--- src/rtl/por_pkg.sv ---
// Shared types and helpers for the POR trip sequencer.
// Holds the FSM state encoding and the trip-code one-hot decoder.
package por_pkg;

  typedef enum logic [2:0] {
    OFF      = 3'd0,
    ARMED    = 3'd1,
    DEBOUNCE = 3'd2,
    DELAY    = 3'd3,
    RELEASED = 3'd4
  } por_state_e;

  localparam logic [2:0] TRIP_MAX = 3'd7;

  function automatic logic [7:0] onehot8(input logic [2:0] code);
    onehot8 = 8'h01 << code;
  endfunction

endpackage

--- src/rtl/por_sync.sv ---
// Flop-chain synchronizer bringing the asynchronous comparator output into
// the clk domain; all stages clear to 0 on reset.
module por_sync #(
  parameter int STAGES = 2
) (
  input  logic clk,
  input  logic rst_n,
  input  logic d,
  output logic q
);

  logic [STAGES-1:0] sync_q;
  logic [STAGES-1:0] sync_d;

  always_comb begin
    sync_d = {sync_q[STAGES-2:0], d};
  end

  always_ff @(posedge clk or negedge rst_n) begin
    if (!rst_n) begin
      sync_q <= '0;
    end else begin
      sync_q <= sync_d;
    end
  end

  assign q = sync_q[STAGES-1];

endmodule

--- src/rtl/por_trip_seq.sv ---
// POR trip sequencer: drives the resistor-string mux, debounces the comparator
// and times the reset release. Optional hysteresis via macro POR_HYST_EN.
module por_trip_seq
  import por_pkg::*;
#(
  parameter int SYNC_STAGES  = 2,
  parameter int DEB_CYCLES   = 16,
  parameter int DELAY_CYCLES = 1024,
  parameter int CNT_W        =
    $clog2((DEB_CYCLES > DELAY_CYCLES) ? DEB_CYCLES : DELAY_CYCLES) + 1
) (
  input  logic       clk,
  input  logic       rst_n,
  input  logic       ena,
  input  logic [2:0] otrip,
  input  logic       cmp_out,
  output logic       ena_rstring,
  output logic [7:0] otrip_decoded,
  output logic       porb,
  output logic       por,
  output logic [2:0] state_o
);

  por_state_e       state_q, state_d;
  logic [CNT_W-1:0] cnt_q, cnt_d;
  logic [CNT_W-1:0] cnt_inc;
  logic             ena_rstring_q, ena_rstring_d;
  logic [7:0]       otrip_decoded_q, otrip_decoded_d;
  logic             porb_q, porb_d;
  logic             por_q, por_d;
  logic             cmp_s;

  por_sync #(
    .STAGES(SYNC_STAGES)
  ) u_cmp_sync (
    .clk  (clk),
    .rst_n(rst_n),
    .d    (cmp_out),
    .q    (cmp_s)
  );

  assign cnt_inc = (cnt_q == '1) ? cnt_q : cnt_q + 1'b1;

`ifdef POR_HYST_EN
  // Latched trip code, so the hysteresis step ignores otrip outside ARMED.
  logic [2:0] trip_q, trip_d;
  logic [2:0] hyst_trip;

  assign hyst_trip = (trip_q == TRIP_MAX) ? TRIP_MAX : trip_q + 3'd1;

  always_comb begin
    trip_d = trip_q;
    if (state_q == OFF || state_q == ARMED || state_d == ARMED) begin
      trip_d = otrip;
    end
  end

  always_ff @(posedge clk or negedge rst_n) begin
    if (!rst_n) begin
      trip_q <= 3'd0;
    end else begin
      trip_q <= trip_d;
    end
  end
`endif

  always_comb begin
    state_d         = state_q;
    cnt_d           = cnt_q;
    ena_rstring_d   = ena_rstring_q;
    otrip_decoded_d = otrip_decoded_q;
    porb_d          = porb_q;
    por_d           = por_q;

    if (!ena) begin
      state_d       = OFF;
      cnt_d         = '0;
      ena_rstring_d = 1'b0;
      porb_d        = 1'b0;
      por_d         = 1'b1;
    end else begin
      case (state_q)
        OFF: begin
          state_d         = ARMED;
          cnt_d           = '0;
          ena_rstring_d   = 1'b1;
          otrip_decoded_d = onehot8(otrip);
          porb_d          = 1'b0;
          por_d           = 1'b1;
        end
        ARMED: begin
          otrip_decoded_d = onehot8(otrip);
          if (cmp_s) begin
            state_d = DEBOUNCE;
            cnt_d   = '0;
          end
        end
        DEBOUNCE: begin
          if (!cmp_s) begin
            state_d         = ARMED;
            cnt_d           = '0;
            otrip_decoded_d = onehot8(otrip);
          end else if (cnt_q == CNT_W'(DEB_CYCLES - 1)) begin
            state_d = DELAY;
            cnt_d   = '0;
          end else begin
            cnt_d = cnt_inc;
          end
        end
        DELAY: begin
          // A comparator drop wins over a completed count in the same cycle.
          if (!cmp_s) begin
            state_d         = ARMED;
            cnt_d           = '0;
            otrip_decoded_d = onehot8(otrip);
          end else if (cnt_q == CNT_W'(DELAY_CYCLES - 1)) begin
            state_d = RELEASED;
            cnt_d   = '0;
            porb_d  = 1'b1;
            por_d   = 1'b0;
          end else begin
            cnt_d = cnt_inc;
          end
        end
        RELEASED: begin
          if (!cmp_s) begin
            state_d         = ARMED;
            cnt_d           = '0;
            otrip_decoded_d = onehot8(otrip);
            porb_d          = 1'b0;
            por_d           = 1'b1;
          end
        end
        default: begin
          state_d       = OFF;
          cnt_d         = '0;
          ena_rstring_d = 1'b0;
          porb_d        = 1'b0;
          por_d         = 1'b1;
        end
      endcase
`ifdef POR_HYST_EN
      if (state_d == DELAY || state_d == RELEASED) begin
        otrip_decoded_d = onehot8(hyst_trip);
      end
`endif
    end
  end

  always_ff @(posedge clk or negedge rst_n) begin
    if (!rst_n) begin
      state_q         <= OFF;
      cnt_q           <= '0;
      ena_rstring_q   <= 1'b0;
      otrip_decoded_q <= 8'h00;
      porb_q          <= 1'b0;
      por_q           <= 1'b1;
    end else begin
      state_q         <= state_d;
      cnt_q           <= cnt_d;
      ena_rstring_q   <= ena_rstring_d;
      otrip_decoded_q <= otrip_decoded_d;
      porb_q          <= porb_d;
      por_q           <= por_d;
    end
  end

  assign ena_rstring   = ena_rstring_q;
  assign otrip_decoded = otrip_decoded_q;
  assign porb          = porb_q;
  assign por           = por_q;
  assign state_o       = state_q;

endmodule

--- config.mk ---
export PLATFORM = sky130hd
export DESIGN_NAME = por_trip_seq
export DESIGN_NICKNAME = d
export VERILOG_FILES = /design/src/rtl/por_pkg.sv /design/src/rtl/por_sync.sv /design/src/rtl/por_trip_seq.sv
export SDC_FILE = /design/constraint.sdc
export NUM_CORES = 1
export LEC_CHECK = 0
export ABC_AREA = 1
export BUFFER_PORTS_ARGS = -buffer_cell sky130_fd_sc_hd__buf_2
export CAP_MARGIN = 20
export CORE_MARGIN = 1.5
export CORE_UTILIZATION = 56
export CTS_CLUSTER_SIZE = 28
export DETAILED_ROUTE_END_ITERATION = 16
export PLACE_DENSITY = 0.82
export SLEW_MARGIN = 30
export SYNTH_ARGS = -nofsm -noshare
export SYNTH_HDL_FRONTEND = slang
export SYNTH_SLANG_ARGS = --single-unit
--- constraint.sdc ---
create_clock -name clk -period 1.9 [get_ports clk]
set_clock_uncertainty 0.05 [all_clocks]
set_input_delay 0.19 -clock clk [delete_from_list [all_inputs] [get_ports clk]]
set_output_delay 0.19 -clock clk [all_outputs]
set_load 0.03 [all_outputs]
# After elaboration in Yosys (flattened, before gate mapping)

Cells that the tools add are included.

Magnitude comparators: 0
Multiplexer cells: 31
Shift operators: 1
Multipliers: 0
$add $sub $neg: 1
Bitwise gates (word level): 0
Reduce and logical (&&, ||, !) cells: 10
Div/mod/pow operators: 0
Eq/ne operators: 16

Operators by type and width:

| kind                                                   | number |
|---|---|
| two-way mux 11 bit                                     | 8 |
| case mux 11 bit (4 select lines)                       | 1 |
| two-way mux 3 bit                                      | 7 |
| case mux 8 bit (2 select lines)                        | 1 |
| case mux 3 bit (5 select lines)                        | 1 |
| adder 11 x 1 -> 11 bit (second input constant)         | 1 |
| equality test 11 x 10 -> 1 bit (second input constant) | 1 |
| equality test 11 bit (second input constant)           | 1 |
| equality test 11 x 4 -> 1 bit (second input constant)  | 1 |
| two-way mux 1 bit                                      | 9 |
| two-way mux 8 bit                                      | 1 |
| != test 4 bit (second input constant)                  | 2 |
| AND reduction 4 bit                                    | 2 |
| << shifter 1 x 3 -> 8 bit (first input constant)       | 1 |
| equality test 3 x 2 -> 1 bit (second input constant)   | 2 |
| != test 2 bit (second input constant)                  | 3 |
| != test 3 x 2 -> 1 bit (second input constant)         | 2 |
| != test 3 bit (second input constant)                  | 2 |
| case mux 1 bit (3 select lines)                        | 2 |
| OR reduction 2 bit                                     | 2 |
| OR reduction 4 bit                                     | 1 |
| equality test 3 x 1 -> 1 bit (second input constant)   | 1 |
| equality test 3 bit (second input constant)            | 1 |
| zero test 3 bit                                        | 1 |
| 5 further kinds                                        | 5 |

Bits in read-only memories: 0
Output and inout port bits: 14
Bits in latches: 0
Memory bits (writable): 0
Memories kept: 0
Bits of input ports: 7
Bits in registers: 27
Logic and storage cells: 66

# Logic depth before layout (Yosys ltp)

Gate-level depths: netlist (run 1).

Depth after elaboration: 6
Gate-level depth with buffers: 9
Depth with buffers taken out: 9

# Cells and area by module

Synthesis (run 1) repeated with hierarchy kept, for this count alone.

Cells, all modules: 207
Area total of the unflattened synthesis: 1585.3 um^2

Modules (own cells, without submodules):

| module       | cells an instance | instances | sequential area each (um^2) | area each (um^2) |
|---|---|---|---|---|
| por_trip_seq | 205               | 1         | 626.9                       | 1535.2 |
| por_sync     | 2                 | 1         | 50.0                        | 50.0 |

# Least setup slack after synthesis (run 1)

Ideal clock, no wire load.

Path kind: register to register
From: register state_q[1], in the netlist state_o[1]
To: register otrip_decoded_q[1], in the netlist otrip_decoded[1]
Period minus slack after synthesis: 1.560 ns
Stages on the path, launching flop included: 8
Required time: 1.729 ns
Path buffers: 1
Setup time: 0.121 ns
Arrival: 1.390 ns
Setup slack: 0.340 ns
Path through: dfrtp_1 -> buf_6 -> inv_1 -> nand2_2 -> o21ai_1 -> nor2_2 -> nand4_1 -> nand2_1

Longest elaborated chain between the ends: 4
Elaborated cells on any way between the ends: 11
Classes of those cells: eq/ne: 5; mux: 1; reduce/logical: 5

RTL lines:

| item                                                                      | RTL line            | text |
|---|---|---|
| start, declared                                                           | por_trip_seq.sv:24  | `por_state_e state_q, state_d;` |
| start signal, assigned                                                    | por_trip_seq.sv:159 | `state_q <= state_d;` |
| equality test 3 bit, or another cell as far along                         | por_trip_seq.sv:82  | `case (state_q)` |
| OR reduction 3 bit (no source line) or OR reduction 2 bit (tied branches) | --                  |  |
| != test 2 bit (no source line) or nonzero test 2 bit (tied branches)      | --                  |  |
| AND reduction 3 bit (no source line)                                      | --                  |  |
| end signal, assigned                                                      | por_trip_seq.sv:162 | `otrip_decoded_q <= otrip_decoded_d;` |
| end, declared                                                             | por_trip_seq.sv:28  | `logic [7:0] otrip_decoded_q, otrip_decoded_d;` |

Several ways; a longest one is shown, not always the timed one.
A chain may end at the register's enable or synchronous reset.

# Worst setup path after layout (run 1)

From: register state_q[1], in the netlist state_o[1]
To: register otrip_decoded_q[4], in the netlist otrip_decoded[4]

Same word-level chain as after synthesis.

==> summary.md, run 1 <==
| Metric | Value |
|---|---|
| Synthesized netlist net count | 213 |
| Sink Count | 27 |
| Unique masters post-synth | 29 |
| Largest cells by area after synthesis | dfrtp_1 42%, nand2_1 12%, inv_1 6.8% |
| Hold WC Path Type | input port to flip-flop |
| Number of setup violations in the final report | 0 |
| Post-DP Area | 1670 sq um |
| FFs w/ async S/R, synth | 100.0% |
| Top cell type's share of synthesized area | 41.87% |
| Startpoint types | flip-flop |
| Port buffer count | 20 |
| Vias | 1466 |
| GRT Overall Usage | 24.99% |
| R2r setup slk | 0.13 ns |
| H-tree depth | 1 |
| Post-synth top flop | dfrtp_1 |
| Final hold vios | 0 |
| Die area | 3100 sq um |
| Power Density | 830.4 nW/um^2 |
| Met3 wire length | 181 microns |
| Switching part of the total | 41.19% |
| Worst-path clk slew | 0.15 ns |
| Slew margin rel. | 61.14% |
| Setup tns final | 0 ns |
| # DRC | 0 |
| Synth area leader | dfrtp_1 |
| Portion of total power attributed to sequential cells | 48.7% |
| Avg Inst Size Synth | 7.580 sq um |
| Psw | 0.5898 mW |
| ANT nets after route | 0 |
| Most frequent CP cell | inv_1 |
| Slowest-stage cell, CP | dfrtp_1 |
| Min Tclk post-route | 1.768 ns |
| R2r worst-path depth | 7 |
| Area grow syn2layout | 10.95% |
| DRT met1 WL | 1518 microns |
| CP Cell Sequence | inv_1 > nand2_2 > inv_1 > o21ai_2 > nor2_2 > nand4_1 > nand2_1 |
| Via density | 5.682 |
| Length of routed met2 wiring | 1716 microns |
| Global-route wire length before repair | 6230 microns |
| Num CTS Buffers | 3 |
| Max Cap Violations | 0 |
| Initial Util | 61.06% |
| Fin crit share | 93.04% |
| Pins Over Slew Limit | 0 |
| Skew-Pair Late Insertion Delay | 0.33 ns |
| Std cell rows | 18 |
| Final std cell area, no fill | 1724 sq um |
| CP peak stage delay | 0.57 ns |
| Mapped Area | 1554 sq um |
| Comb pwr share | 33.3% |
| CP max FO | 10 |
| Largest net degree at the start of global routing | 28 |
| Number of global-route vias before repair | 1420 |
| I/O pins | 21 |
| HPWL after DPL | 2660 microns |
| EDFF count, synth | 0 |
| Worst hold start | otrip[1] |
| Yosys warns | 0 |
| NumNets Final | 237 |
| Hold path cells | 3 |
| Leakage | 0.9375 nW |
| Total gr overflow | 0 |
| Maximum clock rate | 0.5657 GHz |
| Die width | 55.68 microns |
| Worst Tran Pin Value | 0.5829 ns |
| Sequential fraction of the synthesis area | 43.56% |
| WL/cell | 13.50 microns |
| Root buffer cell | clkbuf_4 |
| Status | finished, final reports clean |
| Synth Register Bits | 27 |
| CTS tree | built |
| Proportion of layout cells with a drive suffix above 1 | 17.11% |
| Initial DRC Count | 93 |
| Mapped Cells | 205 |
| Hold Crit Endpoint | otrip_decoded[3] |
| Kind of critical path | flip-flop to flip-flop |
| ANT cells | 0 |
| Worst path arrival time | 1.95 ns |
| Clock power frac | 18.0% |
| Height of the die | 55.68 microns |
| Placer Congestion | 0.9025 |
| Clock Path Buffers | 2 |
| Total length of routed wires | 3484 microns |
| DR pass1 iterations | 5 |
| Top sig layer | met4 |
| Reg-to-reg startpoint | state_o[1] |
| Initial antenna violation count | 0 |
| Core Area | 2545 sq um |
| Worst Setup End Kind | flip-flop |
| Pint | 0.8420 mW |
| Postcts setup bufs | 0 |
| VDD IR max | 0.0008101 V |
| Worst path required time | 2.08 ns |
| Reg-to-reg endpoint | otrip_decoded[4] |
| RSZ-0062 raised after global routing | false |
-- kinds of logic (layout without fill, tap and decap cells) --
logic type	count (synthesis)	after routing	share of synthesized area, %
AO/OA/AOI/OAI	25	25	8.938
XOR/XNOR	2	2	1.127
adder cells (fa/ha/maj)	1	1	0.8050
buffers and inverters	32	55	8.373
flip-flops	27	27	43.56
AND/OR/NAND/NOR	118	118	37.20
-- routing by layer --
metal  vias up  track usage, %
met2        56           43.88
met4         0           8.014
met3        10           2.791
met1       678           32.12
li1        722               -
met5         -               0
-- repair_timing --
action | 4_1_cts | 5_1_grt
gates resized for setup | 0 | 1
hold buffers | 2 | 0
endpoints found under the setup margin | 0 | 4
endpoints found under the hold margin | 27 | 0
-- area by class of cell --
class,instances,area (sq um)
Sequential cell,27,676.9
Multi-Input combinational cell,146,750.7
Fill cell,228,820.8
Tap cell,30,37.54
Timing Repair Buffer,22,120.1
Clock inverter,1,7.507
Inverter,29,108.9
Clock buffer,3,22.52
-- critical path: cells and delay by family (launching register included) --
| kind | cells | cell delay (ns) |
|---|---|---|
| DFF | 1 | 0.57 |
| buffers and inverters | 2 | 0.22 |
| and+or+nand+nor | 4 | 0.48 |
| AOI/OAI and AO/OA | 1 | 0.34 |
-- cells in the final DEF, fill, tap and decap left out, drive strengths merged --
cell type	Yosys	layout
nor2	22	22
dfstp	1	1
a21oi	1	1
xor2	2	2
clkinvlp	0	1
dfrtp	26	26
o211ai	1	1
clkbuf	0	3
nand3b	1	1
inv	29	29
nor3	6	6
nand4	11	11
o21ai	19	19
nand3	25	25
nand2	53	53
buf	3	20
o21bai	1	1
o22ai	1	1
dlygate4sd3	0	2
ha	1	1
a31oi	1	1
a21boi	1	1
-- metrics by stage --
| step | power [mW] | cells | util [%] | hold slack, ns | worst slack, ns |
|---|---|---|---|---|---|
| after floorplan | 1.044 | 205 | - | -0.1556 | 0.3397 |
| after global placement | 1.147 | 252 | 65.63 | 0.1703 | 0.2606 |
| after detailed placement | 1.169 | 252 | 65.63 | 0.1836 | 0.1872 |
| after CTS | 1.428 | 258 | 67.60 | 0.07751 | 0.1537 |
| after global routing | 1.518 | 258 | 67.75 | 0.07451 | 0.001653 |
| final | 1.432 | 258 | 67.75 | 0.08322 | 0.1323 |
-- synthesized netlist by cell type (all sizes together) (2+ instances only) --
master	n
nand3	25
buf	3
xor2	2
nand4	11
dfrtp	26
o21ai	19
inv	29
nor2	22
nor3	6
nand2	53
-- flip-flops by register name, indices dropped and copies added (netlist names) --
signal	flops
state_o	3
porb	1
ena_rstring	1
otrip_decoded	8
u_cmp_sync.sync_q	2
cnt_q	11
por	1
-- power by group through the flow --
| stage | logic [mW] | registers [mW] | clock network [mW] |
|---|---|---|---|
| CTS | 0.470 | 0.695 | 0.263 |
| global route | 0.524 | 0.708 | 0.285 |
| detailed placement | 0.465 | 0.704 | 0 |
| finish | 0.476 | 0.698 | 0.258 |
| global placement | 0.446 | 0.701 | 0 |
| floorplan | 0.264 | 0.779 | 0 |
-- worst max path at each step --
stage	start	to	slack (ns)	depth (start not counted)
final	state_o[1]	otrip_decoded[4]	0.13	7
after global routing	state_o[1]	otrip_decoded[4]	0.002	7
after CTS	state_o[1]	otrip_decoded[4]	0.15	6
after detailed placement	state_o[1]	otrip_decoded[4]	0.19	6
after global placement	state_o[1]	otrip_decoded[4]	0.26	6
after floorplan	state_o[1]	otrip_decoded[1]	0.34	7
No activity file was read; power rests on OpenSTA's default activity.
==> run 2, diff against run 1 <==
--- a/config.mk
+++ b/config.mk
@@ -5,14 +5,12 @@
 export SDC_FILE = /design/constraint.sdc
 export NUM_CORES = 1
 export LEC_CHECK = 0
-export ABC_AREA = 1
 export BUFFER_PORTS_ARGS = -buffer_cell sky130_fd_sc_hd__buf_2
-export CAP_MARGIN = 20
 export CORE_MARGIN = 1.5
-export CORE_UTILIZATION = 56
+export CORE_UTILIZATION = 55
 export CTS_CLUSTER_SIZE = 28
 export DETAILED_ROUTE_END_ITERATION = 16
-export PLACE_DENSITY = 0.82
+export PLACE_DENSITY = 0.81
 export SLEW_MARGIN = 30
 export SYNTH_ARGS = -nofsm -noshare
 export SYNTH_HDL_FRONTEND = slang
==> run 2 against run 1 <==
Routed wire length shrank 6.5%. Combinational power shrank 65%. Sequential power shrank 13%. Clock power shrank 4%. Non-clock buffer count grew 9. Hold slack gained 0.00084 ns. Via count shrank 12%. Maximum frequency shrank 2.1%. Area after synthesis shrank 8.7%. Worst setup slack lost 0.038 ns. Synthesized cell count shrank 24%. Largest power group unchanged. Highest routed layer unchanged.
==> summary.md, run 2 <==
| Metric | Value |
|---|---|
| Total gr overflow | 0 (unchanged) |
| CTS tree | built (unchanged) |
| Global-route wire length before repair | 4823 microns (was 6230 microns) |
| CP Cell Sequence | or3b_4 > a211o_4 > nand4_1 > mux2i_1 > nor2_1 (was inv_1 > nand2_2 > inv_1 > o21ai_2 > nor2_2 > nand4_1 > nand2_1) |
| Worst Tran Pin Value | 0.5836 ns (was 0.5829 ns) |
| Leakage | 0.7359 nW (was 0.9375 nW) |
| VDD IR max | 0.0004669 V (was 0.0008101 V) |
| I/O pins | 21 (unchanged) |
| Maximum clock rate | 0.5537 GHz (was 0.5657 GHz) |
| Port buffer count | 20 (unchanged) |
| Sequential fraction of the synthesis area | 47.71% (was 43.56%) |
| Commonest non-fill, non-tap cell in the layout | dfrtp_1 (was nand2_1) |
| Fin crit share | 95.05% (was 93.04%) |
| Sink Count | 27 (unchanged) |
| Slowest-stage cell, CP | dfrtp_2 (was dfrtp_1) |
| ANT cells | 0 (unchanged) |
| Hold path cells | 2 (was 3) |
| # DRC | 0 (unchanged) |
| GRT Overall Usage | 22.93% (was 24.99%) |
| Startpoint types | flip-flop (unchanged) |
| GR Layer Usage met1 | 29.93% (was 32.12%) |
| ANT nets after route | 0 (unchanged) |
| R2r worst-path depth | 5 (was 7) |
| NumNets Final | 190 (was 237) |
| Mapped Area | 1419 sq um (was 1554 sq um) |
| RSZ-0062 raised after global routing | false (unchanged) |
| Min Tclk post-route | 1.806 ns (was 1.768 ns) |
| Avg Inst Size Synth | 9.154 sq um (was 7.580 sq um) |
| Status | finished, final reports clean (unchanged) |
| Total length of routed wires | 3258 microns (was 3484 microns) |
| HPWL after DPL | 2181 microns (was 2660 microns) |
| Number of fill cells | 191 (was 228) |
| GR Util met3 | 2.500% (was 2.791%) |
| Routing usage on met2 | 38.41% (was 43.88%) |
| Pins Over Slew Limit | 0 (unchanged) |
| Largest cells by area after synthesis | dfrtp_1 46%, nand2_1 6.1%, a21oi_1 4.6% (was dfrtp_1 42%, nand2_1 12%, inv_1 6.8%) |
| Placer Congestion | 0.8764 (was 0.9025) |
| Max Cap Violations | 0 (unchanged) |
| Most numerous cell in the Yosys netlist | dfrtp_1 (was nand2_1) |
| Post-DP Area | 1540 sq um (was 1670 sq um) |
| Final hold vios | 0 (unchanged) |
| Most frequent cells in the layout | 25 x dfrtp_1, 23 x nand2_1, 20 x buf_2, 12 x nand3_1, 12 x a21oi_1 (was 51 x nand2_1, 28 x inv_1, 26 x dfrtp_1, 21 x nand3_1, 20 x buf_2) |
| Util after Layout | 66.56% (was 67.75%) |
| Kind of critical path | flip-flop to flip-flop (unchanged) |
| FFs w/ async S/R, synth | 100.0% (unchanged) |
| H-tree depth | 1 (unchanged) |
| Slew margin rel. | 61.10% (was 61.14%) |
| Final std cell area, no fill | 1634 sq um (was 1724 sq um) |
| Number of setup violations in the final report | 0 (unchanged) |
| Synth cell count leaders | 26 x dfrtp_1, 23 x nand2_1, 13 x a21oi_1 (was 51 x nand2_1, 28 x inv_1, 26 x dfrtp_1) |
| Power Density | 626.2 nW/um^2 (was 830.4 nW/um^2) |
| EDFF count, synth | 0 (unchanged) |
| Worst path arrival time | 1.98 ns (was 1.95 ns) |
| Skew-Pair Late Insertion Delay | 0.33 ns (about the same) |
| Max reg flops | 11 (unchanged) |
| Vias | 1297 (was 1466) |
| Biggest register | cnt_q (unchanged) |
| Hold WC Path Type | input port to flip-flop (unchanged) |
| Top cell type's share of synthesized area | 45.86% (was 41.87%) |
| Setup tns final | 0 ns (unchanged) |
| Initial DRC Count | 47 (was 93) |
| Core Area | 2455 sq um (was 2545 sq um) |
| Height of the die | 53.79 microns (was 55.68 microns) |
| Number of global-route vias before repair | 1125 (was 1420) |
| Die area | 2893 sq um (was 3100 sq um) |
| Final Non-Filler Cells | 211 (was 258) |
| Synth Register Bits | 27 (unchanged) |
| Busiest layer in global routing | met2 (unchanged) |
| Initial antenna violation count | 0 (unchanged) |
| Root buffer cell | clkbuf_4 (unchanged) |
| Post-synth top flop | dfrtp_1 (unchanged) |
| Std cell rows | 18 (unchanged) |
| Proportion of layout cells with a drive suffix above 1 | 21.55% (was 17.11%) |
| Num CTS Buffers | 3 (unchanged) |
| WL/cell | 15.44 microns (was 13.50 microns) |
| Placed Cells | 201 (was 252) |
| Initial Util | 57.80% (was 61.06%) |
| CP max FO | 7 (was 10) |
| Worst-path clk slew | 0.14 ns (was 0.15 ns) |
| Largest net degree at the start of global routing | 28 (unchanged) |
| Clock Path Buffers | 2 (unchanged) |
| Yosys warns | 0 (unchanged) |
| Worst Setup End Kind | flip-flop (unchanged) |
| Worst path required time | 2.08 ns (about the same) |
| CP peak stage delay | 0.47 ns (was 0.57 ns) |
| Synth area leader | dfrtp_1 (unchanged) |
| Area grow syn2layout | 15.17% (was 10.95%) |
| Synthesized netlist net count | 163 (was 213) |
| Via density | 6.147 (was 5.682) |
| Die width | 53.79 microns (was 55.68 microns) |
| Unique masters post-synth | 39 (was 29) |
| Mapped Cells | 155 (was 205) |
| DR pass1 iterations | 4 (was 5) |
==> run 2: logic make-up (layout without fill, tap and decap cells) <==
group | after synthesis | after routing | synth area share [%]
simple gates | 65 | 65 | 22.93
compound gates | 43 | 44 | 20.11
flops | 27 | 27 | 47.71
buf+inv | 15 | 40 | 5.643
mux | 3 | 3 | 2.116
fa+ha+maj | 1 | 1 | 0.8817
xor+xnor | 1 | 1 | 0.6174
==> run 2: routing by layer <==
metal  vias up  share of wire, %
met5         -                 0
met2        52                49
met1       617                43
met4         0               1.6
met3         6               5.6
li1        622                 -
==> run 2: what timing repair did <==
action	CTS	global route
buffers inserted	0	3
hold endpoints to repair	27	0
hold buffers	2	0
setup endpoints to repair	0	8
resized for setup	0	4
==> run 2: metrics by stage <==
| stage | hold WS (ns) | total power, mW | setup slack, ns |
|---|---|---|---|
| final | 0.08406 | 1.023 | 0.09406 |
| after floorplan | -0.1556 | 0.7208 | 0.002498 |
| after global placement | 0.1727 | 0.7644 | 0.1301 |
| after CTS | 0.06968 | 1.021 | 0.05146 |
| after global routing | 0.07219 | 1.072 | 0.002345 |
| after detailed placement | 0.1794 | 0.7709 | 0.07962 |
==> run 2: report_power, final <==
part,total [mW],internal [mW],switching [mW],leakage (nW)
Sequential,0.609,0.594,0.0155,0.360
Combinational,0.166,0.0547,0.111,0.361
Clock,0.248,0.0823,0.165,0.0150
==> run 2: critical path: cells and delay by family (launching register included) <==
family           cells  cell delay, ns
flip-flops           1            0.47
AND/OR/NAND/NOR      3            0.61
multiplexers         1            0.19
AO/OA/AOI/OAI        1            0.39
==> run 2: final timing paths <==
path | startpoint | to | slack (ns)
min reg2reg | u_cmp_sync.sync_q[0] | u_cmp_sync.sync_q[1] | 0.34
min in group asynchronous | rst_n | cnt_q[1] | 0.33
min | otrip[2] | otrip_decoded[0] | 0.08
max reg2reg | u_cmp_sync.sync_q[1] | cnt_q[9] | 0.09
max | u_cmp_sync.sync_q[1] | cnt_q[9] | 0.09
max in group asynchronous | rst_n | u_cmp_sync.sync_q[1] | 1.07
==> run 2: final cells by class <==
class / count / area, sq um / share of cell area, %
Inverter: 5 / 18.77 / 1.149
Sequential cell: 27 / 678.2 / 41.50
Clock buffer: 4 / 26.28 / 1.608
Timing Repair Buffer: 31 / 187.7 / 11.49
Tap cell: 30 / 37.54 / 2.297
Multi-Input combinational cell: 114 / 685.7 / 41.96
